--- src/rtl/cram_backup_if.sv ---
// cram_backup_if
//   Bundles the SD sector-buffer handshake (HPS side) and the cart RAM
//   backup port that cram_backup sits between.
//
//   SD side:
//     sd_lba        sector number being requested
//     sd_rd/sd_wr   sector read / write request
//     sd_ack        HPS acknowledge, high for the whole sector transfer
//     sd_buff_addr  word index within the current sector
//     sd_buff_wr    HPS is writing sd_buff_dout
//     sd_buff_dout  data from SD
//     sd_buff_din   data to SD
//   Cart RAM backup side:
//     bk_addr       cart RAM word address
//     bk_wr         cart RAM write strobe
//     bk_data       cart RAM write data
//     bk_q          cart RAM read data
//
//   master: the save/load controller.  slave: the HPS / cart RAM side.
interface cram_backup_if;
  logic [31:0] sd_lba;
  logic        sd_rd;
  logic        sd_wr;
  logic        sd_ack;
  logic [7:0]  sd_buff_addr;
  logic        sd_buff_wr;
  logic [15:0] sd_buff_dout;
  logic [15:0] sd_buff_din;
  logic [15:0] bk_addr;
  logic        bk_wr;
  logic [15:0] bk_data;
  logic [15:0] bk_q;

  modport master (
    output sd_lba, sd_rd, sd_wr, sd_buff_din, bk_addr, bk_wr, bk_data,
    input  sd_ack, sd_buff_addr, sd_buff_wr, sd_buff_dout, bk_q
  );

  modport slave (
    input  sd_lba, sd_rd, sd_wr, sd_buff_din, bk_addr, bk_wr, bk_data,
    output sd_ack, sd_buff_addr, sd_buff_wr, sd_buff_dout, bk_q
  );
endinterface

--- src/rtl/cram_backup.sv ---
// cram_backup
//   Battery-backed cartridge RAM save/load controller. Streams 512-byte
//   (256-word) sectors of the save image into cart RAM after a ROM
//   download, and back out to SD on manual save or autosave when the OSD
//   opens. Transfers always start at sector 0 and run up to last_lba,
//   which is derived from the cartridge header RAM size (or MBC2).
//
//   Ports:
//     clk_sys        system clock, rising edge
//     reset          synchronous, active-high
//     downloading    ROM download in progress
//     img_mounted    one-cycle pulse, save image mounted
//     img_readonly   mounted image is read-only
//     img_size_nz    mounted image has non-zero size
//     mbc_battery    cartridge has a battery
//     mbc2           cartridge is MBC2 (512x4 internal RAM)
//     cart_ram_size  header byte 0x149
//     cram_wr        CPU write strobe to cart RAM
//     osd_status     OSD menu open
//     autosave_en    autosave on OSD open
//     load_req       manual load, acts on rising edge
//     save_req       manual save, acts on rising edge
//     bus            SD sector buffer + cart RAM backup port (master)
//     busy           transfer in progress
//     loading        current or last transfer is a load
module cram_backup (
  input  logic          clk_sys,
  input  logic          reset,
  input  logic          downloading,
  input  logic          img_mounted,
  input  logic          img_readonly,
  input  logic          img_size_nz,
  input  logic          mbc_battery,
  input  logic          mbc2,
  input  logic [7:0]    cart_ram_size,
  input  logic          cram_wr,
  input  logic          osd_status,
  input  logic          autosave_en,
  input  logic          load_req,
  input  logic          save_req,
  cram_backup_if.master bus,
  output logic          busy,
  output logic          loading
);

  typedef enum logic [1:0] {
    ST_IDLE,
    ST_REQ,
    ST_XFER
  } state_t;

  state_t     state;
  state_t     state_nx;

  logic       dl_q;
  logic       dl_rise;
  logic       dl_fall;

  logic       bk_ena;
  logic       sav_supported;
  logic       new_load;
  logic       sav_pending;

  logic       load_src;
  logic       save_src;
  logic       load_src_q;
  logic       save_src_q;
  logic       load_trig;
  logic       save_trig;

  logic       ack_q;
  logic       ack_qq;
  logic       ack_rise;
  logic       ack_fall;

  logic [7:0] lba;
  logic [7:0] lba_nx;
  logic [7:0] last_lba;
  logic       rd_q;
  logic       rd_nx;
  logic       wr_q;
  logic       wr_nx;
  logic       loading_q;
  logic       loading_nx;
  logic       enter_req;

  assign dl_rise = downloading & ~dl_q;
  assign dl_fall = ~downloading & dl_q;

  assign sav_supported = mbc_battery & ((cart_ram_size != 8'd0) | mbc2) & bk_ena;

  // Trigger sources are edge-detected against their previous value every
  // cycle, even while busy, so an edge that lands during a transfer is
  // consumed and never replayed once the controller returns to idle.
  assign load_src  = load_req | new_load;
  assign save_src  = save_req | (sav_pending & osd_status & autosave_en);
  assign load_trig = load_src & ~load_src_q;
  assign save_trig = save_src & ~save_src_q;

  // sd_ack is registered once before edge detection, which adds one cycle
  // of latency between the HPS handshake and the request lines.
  assign ack_rise = ack_q & ~ack_qq;
  assign ack_fall = ~ack_q & ack_qq;

  // Highest sector index for the cart RAM size; MBC2 fits in two sectors.
  always_comb begin
    last_lba = 8'd255;
    if (mbc2) begin
      last_lba = 8'd1;
    end else begin
      case (cart_ram_size)
        8'd1:    last_lba = 8'd3;
        8'd2:    last_lba = 8'd15;
        8'd3:    last_lba = 8'd63;
        default: last_lba = 8'd255;
      endcase
    end
  end

  // Edge-detect history registers.
  always_ff @(posedge clk_sys) begin
    if (reset) begin
      dl_q       <= 1'b0;
      load_src_q <= 1'b0;
      save_src_q <= 1'b0;
      ack_q      <= 1'b0;
      ack_qq     <= 1'b0;
    end else begin
      dl_q       <= downloading;
      load_src_q <= load_src;
      save_src_q <= save_src;
      ack_q      <= bus.sd_ack;
      ack_qq     <= ack_q;
    end
  end

  // Enable and request flags. In each flag the set condition is tested
  // first so it wins over a clear in the same cycle.
  always_ff @(posedge clk_sys) begin
    if (reset) begin
      bk_ena      <= 1'b0;
      new_load    <= 1'b0;
      sav_pending <= 1'b0;
    end else begin
      if (downloading & img_mounted & ~img_readonly) begin
        bk_ena <= 1'b1;
      end else if (dl_rise) begin
        bk_ena <= 1'b0;
      end

      if (dl_fall & sav_supported & img_size_nz) begin
        new_load <= 1'b1;
      end else if (enter_req) begin
        new_load <= 1'b0;
      end

      if (cram_wr & ~osd_status & sav_supported) begin
        sav_pending <= 1'b1;
      end else if (enter_req) begin
        sav_pending <= 1'b0;
      end
    end
  end

  // Transfer FSM next-state. A transfer walks sectors 0..last_lba, each
  // one a REQ (request raised, waiting for ack) followed by XFER (ack held
  // by the HPS while it moves the 256 words).
  always_comb begin
    state_nx   = state;
    lba_nx     = lba;
    rd_nx      = rd_q;
    wr_nx      = wr_q;
    loading_nx = loading_q;
    enter_req  = 1'b0;

    case (state)
      ST_IDLE: begin
        if (bk_ena && (load_trig || save_trig)) begin
          state_nx   = ST_REQ;
          enter_req  = 1'b1;
          lba_nx     = 8'd0;
          loading_nx = load_trig;
          rd_nx      = load_trig;
          wr_nx      = ~load_trig;
        end
      end

      ST_REQ: begin
        if (ack_rise) begin
          rd_nx    = 1'b0;
          wr_nx    = 1'b0;
          state_nx = ST_XFER;
        end
      end

      ST_XFER: begin
        if (ack_fall) begin
          if (lba >= last_lba) begin
            state_nx = ST_IDLE;
          end else begin
            lba_nx    = lba + 8'd1;
            rd_nx     = loading_q;
            wr_nx     = ~loading_q;
            state_nx  = ST_REQ;
            enter_req = 1'b1;
          end
        end
      end

      default: begin
        state_nx = ST_IDLE;
        rd_nx    = 1'b0;
        wr_nx    = 1'b0;
      end
    endcase
  end

  // Transfer FSM registers. Reset abandons any sector in flight.
  always_ff @(posedge clk_sys) begin
    if (reset) begin
      state     <= ST_IDLE;
      lba       <= 8'd0;
      rd_q      <= 1'b0;
      wr_q      <= 1'b0;
      loading_q <= 1'b0;
    end else begin
      state     <= state_nx;
      lba       <= lba_nx;
      rd_q      <= rd_nx;
      wr_q      <= wr_nx;
      loading_q <= loading_nx;
    end
  end

  assign busy    = (state != ST_IDLE);
  assign loading = loading_q;

  assign bus.sd_lba      = {24'h000000, lba};
  assign bus.sd_rd       = rd_q;
  assign bus.sd_wr       = wr_q;

  // Data path is purely combinational; the one-cycle cart RAM read
  // latency is absorbed by the HPS.
  assign bus.sd_buff_din = bus.bk_q;
  assign bus.bk_addr     = {lba, bus.sd_buff_addr};
  assign bus.bk_wr       = bus.sd_buff_wr & bus.sd_ack & loading_q;
  assign bus.bk_data     = bus.sd_buff_dout;

endmodule

--- src/flat_wrapper.sv ---
// flat-port wrapper written by rule: the top's interface ports become plain ports
module cram_backup_flat 
  (clk_sys, reset, downloading, img_mounted, img_readonly, img_size_nz, mbc_battery, mbc2, cart_ram_size, cram_wr, osd_status, autosave_en, load_req, save_req, busy, loading, bus_sd_lba, bus_sd_rd, bus_sd_wr, bus_sd_buff_din, bus_bk_addr, bus_bk_wr, bus_bk_data, bus_sd_ack, bus_sd_buff_addr, bus_sd_buff_wr, bus_sd_buff_dout, bus_bk_q);
  cram_backup_if bus_i ();
  input  logic clk_sys;
  input  logic reset;
  input  logic downloading;
  input  logic img_mounted;
  input  logic img_readonly;
  input  logic img_size_nz;
  input  logic mbc_battery;
  input  logic mbc2;
  input  logic [7:0] cart_ram_size;
  input  logic cram_wr;
  input  logic osd_status;
  input  logic autosave_en;
  input  logic load_req;
  input  logic save_req;
  output logic busy;
  output logic loading;
  output wire logic [$bits(bus_i.sd_lba)-1:0] bus_sd_lba;
  output wire logic [$bits(bus_i.sd_rd)-1:0] bus_sd_rd;
  output wire logic [$bits(bus_i.sd_wr)-1:0] bus_sd_wr;
  output wire logic [$bits(bus_i.sd_buff_din)-1:0] bus_sd_buff_din;
  output wire logic [$bits(bus_i.bk_addr)-1:0] bus_bk_addr;
  output wire logic [$bits(bus_i.bk_wr)-1:0] bus_bk_wr;
  output wire logic [$bits(bus_i.bk_data)-1:0] bus_bk_data;
  input wire logic [$bits(bus_i.sd_ack)-1:0] bus_sd_ack;
  input wire logic [$bits(bus_i.sd_buff_addr)-1:0] bus_sd_buff_addr;
  input wire logic [$bits(bus_i.sd_buff_wr)-1:0] bus_sd_buff_wr;
  input wire logic [$bits(bus_i.sd_buff_dout)-1:0] bus_sd_buff_dout;
  input wire logic [$bits(bus_i.bk_q)-1:0] bus_bk_q;
  assign bus_sd_lba = bus_i.sd_lba;
  assign bus_sd_rd = bus_i.sd_rd;
  assign bus_sd_wr = bus_i.sd_wr;
  assign bus_sd_buff_din = bus_i.sd_buff_din;
  assign bus_bk_addr = bus_i.bk_addr;
  assign bus_bk_wr = bus_i.bk_wr;
  assign bus_bk_data = bus_i.bk_data;
  assign bus_i.sd_ack = bus_sd_ack;
  assign bus_i.sd_buff_addr = bus_sd_buff_addr;
  assign bus_i.sd_buff_wr = bus_sd_buff_wr;
  assign bus_i.sd_buff_dout = bus_sd_buff_dout;
  assign bus_i.bk_q = bus_bk_q;
  cram_backup u_core (.clk_sys(clk_sys), .reset(reset), .downloading(downloading), .img_mounted(img_mounted), .img_readonly(img_readonly), .img_size_nz(img_size_nz), .mbc_battery(mbc_battery), .mbc2(mbc2), .cart_ram_size(cart_ram_size), .cram_wr(cram_wr), .osd_status(osd_status), .autosave_en(autosave_en), .load_req(load_req), .save_req(save_req), .bus(bus_i), .busy(busy), .loading(loading));
endmodule
--- config.mk ---
export PLATFORM = sky130hd
export DESIGN_NAME = cram_backup_flat
export DESIGN_NICKNAME = d
export VERILOG_FILES = /design/src/rtl/cram_backup_if.sv /design/src/rtl/cram_backup.sv /design/src/flat_wrapper.sv
export SDC_FILE = /design/constraint.sdc
export NUM_CORES = 1
export LEC_CHECK = 0
export ABC_CLOCK_PERIOD_IN_PS = 6600
export BUFFER_PORTS_ARGS = -buffer_cell sky130_fd_sc_hd__buf_4
export CAP_MARGIN = 20
export CORE_MARGIN = 3
export CORE_UTILIZATION = 43
export DETAILED_ROUTE_END_ITERATION = 8
export PLACE_DENSITY = 0.95
export SLEW_MARGIN = 20
export SYNTH_ARGS = -nofsm -noshare
export SYNTH_HDL_FRONTEND = slang
export SYNTH_SLANG_ARGS = --single-unit
--- constraint.sdc ---
create_clock -name clk_sys -period 6.6 [get_ports clk_sys]
set_input_delay 0.66 -clock clk_sys [delete_from_list [all_inputs] [get_ports clk_sys]]
set_output_delay 0.66 -clock clk_sys [all_outputs]
set_load 0.01 [all_outputs]
== Yosys cells after proc, flatten, opt, wreduce, memory -nomap -nowiden ==
Cells that the tools add are included.
Word-level totals
  register bits: 21
  logic and storage cells: 97
Operators by class
  $lt $le $gt $ge: 1
  eq/ne operators: 9
  reduce and logical (&&, ||, !) cells: 13
  multiplexer cells: 29
  add/subtract/negate cells: 1
  bitwise gates (word level): 31
Operators by type and width (count)
  two-way mux 8 bit: 4
  one-hot mux 8 bit (3 select lines): 1
  bitwise AND 1 bit: 18
  == test 8 x 2 -> 1 bit (second input constant): 2
  two-way mux 1 bit: 16
  one-hot mux 8 bit (2 select lines): 1
  NOT 1 bit: 10
  nonzero test 2 bit: 5
  adder 8 x 1 -> 8 bit (second input constant): 1
  == test 8 x 1 -> 1 bit (second input constant): 1
  >= comparator 8 bit: 1
  AND reduction 4 bit: 2
  nonzero test 8 bit: 1
  two-way mux 2 bit: 3
  != test 2 x 1 -> 1 bit (second input constant): 3
  one-hot mux 1 bit (3 select lines): 2
  one-hot mux 2 bit (3 select lines): 1
  bitwise OR 1 bit: 3
  AND reduction 3 bit: 1
  == test 2 x 1 -> 1 bit (second input constant): 1
  == test 2 bit (second input constant): 1
  logical NOT 2 bit: 1
  != test 2 bit (second input constant): 1
  one-hot mux 1 bit (2 select lines): 1
  other kinds (3): 3

== Logic depth before layout (Yosys ltp) ==
  depth in word-level cells: 10
  mapped depth: 11
  mapped depth without buffers: 11

== Worst setup path after synthesis ==
Ideal clock, no wire load.
  kind: input to register
  start point: in cart_ram_size[5]
  end point: reg u_core.lba[1]
  path buffers: 0
  cell stages on the path: 11
  arrival time: 2.741 ns
  data required time: 6.540 ns
  slack: 3.799 ns
  cells stage by stage: nor4_1 -> nand2_1 -> nor2_1 -> a21o_1 -> a31o_2 -> ha_1 -> a21oi_1 -> o21ai_4 -> a211oi_2 -> or2_1 -> a41o_1
Between the ends
  cells in the longest elaborated chain, start to end: 6
  elaborated cells between the ends (all ways): 8
Ends and longest elaborated chain
  start, declared: line flat_wrapper.sv:13  | input logic [7:0] cart_ram_size;
  == test 8 x 2 -> 1 bit / == test 8 x 1 -> 1 bit (equally long branches): line cram_backup.sv:111  | case (cart_ram_size)
  one-hot mux 8 bit (3 select lines) *: line cram_backup.sv:111
  two-way mux 8 bit *: line cram_backup.sv:108  | if (mbc2) begin
  >= comparator 8 bit *: line cram_backup.sv:198  | if (lba >= last_lba) begin
  != test 2 bit (no source line) *
  AND reduction 4 bit (no source line) *
  end signal, assigned: line cram_backup.sv:228  | lba <= lba_nx;
  end, declared: line cram_backup.sv:76  | logic [7:0] lba;
Mark *: on every way between the ends. The rest lies on a longest branch, timed or not.
A chain may end at the register's enable or synchronous reset.

== Worst setup path after layout ==
  start point: in cart_ram_size[5]
  end point: reg u_core.rd_q (netlist: u_core.bus.sd_rd)
Between the ends
  cells in the longest elaborated chain, start to end: 6
  elaborated cells between the ends (all ways): 8
Ends and longest elaborated chain
  == test 8 x 2 -> 1 bit / == test 8 x 1 -> 1 bit (equally long branches): line cram_backup.sv:111
  one-hot mux 8 bit (3 select lines) *: line cram_backup.sv:111
  two-way mux 8 bit *: line cram_backup.sv:108
  >= comparator 8 bit *: line cram_backup.sv:198
  != test 2 bit (no source line) *
  AND reduction 4 bit (no source line) *
  end signal, assigned: line cram_backup.sv:229  | rd_q <= rd_nx;
  end, declared: line cram_backup.sv:79  | logic rd_q;
Marked as above.

==> flow_summary.ini <==
[run_status]
status = finished clean

[clocking]
clk_latency_ns = 0.27
htree_levels = 1
cts_tree = yes
cts_resized = 0
clock-sinks = 21
cts.clk_slew.worst_paths_ns = 0.08
clockBufferDepth = 2
cts_setup_buffers = 0
root_buffer = clkbuf_8
cts_buffers = 3
cts-hold-fix-buffers = 0

[synth]
synth_cell_type_count = 51
synth_top_family_by_area = buffers and inverters
synth_top_flop_cell = dfxtp_1
postSynthCellCount = 212
syn_area_per_cell_sq_um = 8.69
synth_compound_area_share_pct = 19.3
synth-seq-cells = 21
yosys-mux-area-fraction_pct = 0
synth_fa_ha_area_share_pct = 5.43
synth_enable_flop_cells = 0
async_flop_share_pct = 0
syn-cell-area_sq_um = 1840
synth_xor_area_share_pct = 3.33
yosys.area_share.simple_pct = 17.3
yosysSeqAreaShare_pct = 22.8
yosys_warnings = 0

[finish]
fillers = 399
fin_util_pct = 44.5
antenna_cells = 0
reg_top3 = u_core.lba (8), u_core.state (2)
final_common_cell = buf_4
multi_input_area_sq_um = 926
seqCellArea_sq_um = 420
nets = 279
drive_gt1_share_pct = 29.5
mostFrequentLayoutCells = 43 x buf_4, 24 x conb_1, 21 x dfxtp_1, 18 x nor2_1, 11 x a21oi_1
largest_register_ff_count = 8
syn_to_final_growth_pct = -2.10
top_register = u_core.lba

[floorplan]
fp.dieW_um = 71.5
dieArea_sq_um = 5110
num_rows = 23
die_h_um = 71.5
coreArea_sq_um = 4060
start_util_pct = 45.4
ios = 148

[route]
num_vias = 1304
drt-total-wl_mm = 3.34
drt-pass1-iter-count = 4
ant_nets = 0
post_drt_via_cell_ratio = 5.07
wl_per_cell_um = 13.0
drt_iter0_drc = 67
drc_errors = 0

[power_and_ir_drop]
powerDensity_nw_per_um2 = 142
internal_power_uw = 190
leakage_uw = 0.000799
switching_share_pct = 26.1
power_switching_uw = 67.0
combPwrFrac_pct = 15.6
seqPwrFrac_pct = 51.6
ir_drop_v = 0.0000949
power.share.clock_pct = 32.8

[worst_setup_path]
r2r_start = u_core.lba[5]
critical_path.endpoint = u_core.bus.sd_rd
worstSetupStartpointType = input port
crit_buf_inv = 1
critPathMaxStageDelay_ns = 0.37
crit_top_cell = a21oi_1
cp_num_cells = 12
r2r_slack_ns = 4.54
worstRegToRegCells = 6
cp_cell_sequence = buf_4 -> nor4_1 -> nand2_1 -> nor2_1 -> a21o_1 -> a31o_2 -> ha_1 -> a21oi_1 -> o21ai_4 -> a22oi_1 -> a21oi_1 -> a311oi_1
crit_arrival_ns = 3.11
crit_path_start = cart_ram_size[5]
critPathCaptureType = flip-flop
worstPathMaxFanout = 6
critPathKind = input port to flip-flop
worstPathRequired_ns = 6.77
worstReg2RegEnd = u_core.bus.sd_rd
cp_top_family = compound AO/OA/AOI/OAI gates
cp_slowest_cell = a22oi_1

[sta]
max_freq_mhz = 340
rsz0062_at_grt = no
hold_violations = 0
finalCritPeriodShare_pct = 44.6
setup-violations-final = 0
fin_crit_ns = 2.94
maxSlewViolCount = 0
final.setup.tns_ns = 0
finalClockSkew_ns = 0.00748

[global_routing]
grt-ovfl-total = 0
groute.usage.overall_pct = 13.1
antenna_found_initial = 0
grt_max_degree = 16
grt_pass1_vias = 1246
grt_first_pass_wirelength_mm = 5.51

[placement]
io_buffer_count = 43
hpwl_mm = 2.73
place.gp.congestion = 0.795

[run]
max_cap_violations = 0

[hold_path]
hold_path.class = flip-flop to flip-flop
==> power by group through the flow <==
stage	clock network, uW	registers, uW	logic (uW)
floorplan	0	135	59.7
global placement	0	135	38.4
detailed placement	0	135	39.8
CTS	87.3	132	39.9
global route	92.6	133	44.7
finish	84.1	132	40.1
==> layout make-up <==
cell class / count / share of cell area [%]
clock inverters: 1 / 0.277
inverters: 7 / 1.46
well taps: 50 / 3.47
flip-flops and latches: 21 / 23.3
clock buffers: 3 / 2.29
multi-input cells: 132 / 51.3
repair buffers: 43 / 17.9
==> kinds of logic after synthesis <==
| kind of cell | after synthesis |
|---|---|
| and+or+nand+nor | 53 |
| DFF | 21 |
| xor gates and xnor gates | 7 |
| other | 1 |
| buffers and inverters | 82 |
| AOI/OAI and AO/OA | 40 |
| adders and majority gates | 8 |
==> layer usage <==
layer / GRT usage [%] / vias to the layer above / share of wire (%)
met5: 0 / - / 0
met4: 4.18 / 0 / 1.1
met3: 3.37 / 9 / 8.8
met2: 24.4 / 52 / 52
met1: 14.3 / 613 / 38
li1: - / 630 / -
==> worst register-to-register path: cells and delay by family, from the launching register on <==
kind	cells	cell delay, ns
flops	1	0.47
fa+ha+maj	1	0.29
compound gates	5	1.21
==> synthesized netlist by cell type, types with 3 or more instances <==
| master | n | share of area [%] |
|---|---|---|
| buf_4 | 73 | 30 |
| dfxtp_1 | 21 | 23 |
| nor2_1 | 18 | 3.7 |
| a21oi_1 | 11 | 3.0 |
| ha_1 | 8 | 5.4 |
| inv_1 | 7 | 1.4 |
| xnor2_1 | 7 | 3.3 |
| nand2_1 | 5 | 1.0 |
| nand3_1 | 4 | 1.1 |
| a22oi_1 | 3 | 1.2 |
| nand2b_1 | 3 | 1.0 |
| nor2b_1 | 3 | 1.0 |
==> worst min path at each step <==
| stage | cells past startpoint | startpoint | end |
|---|---|---|---|
| global placement | 2 | u_core.dl_q | u_core.new_load |
| CTS | 2 | u_core.dl_q | u_core.new_load |
| global route | 2 | u_core.dl_q | u_core.new_load |
| finish | 2 | u_core.dl_q | u_core.new_load |
| detailed placement | 2 | u_core.dl_q | u_core.new_load |
| floorplan | 2 | u_core.dl_q | u_core.new_load |
==> metrics by stage <==
| step | hold WS [ns] | cells | worst slack (ns) | power, uW | cell area (sq um) |
|---|---|---|---|---|---|
| after global placement | 0.480 | 253 | 3.53 | 174 | 1760 |
| after CTS | 0.504 | 257 | 3.66 | 259 | 1800 |
| after global routing | 0.509 | 257 | 3.46 | 270 | 1800 |
| after floorplan | 0.461 | 235 | 3.80 | 194 | 1930 |
| final | 0.496 | 257 | 3.66 | 257 | 1800 |
| after detailed placement | 0.492 | 253 | 3.40 | 175 | 1760 |
Note: power is estimated with default switching activity, not from simulation.
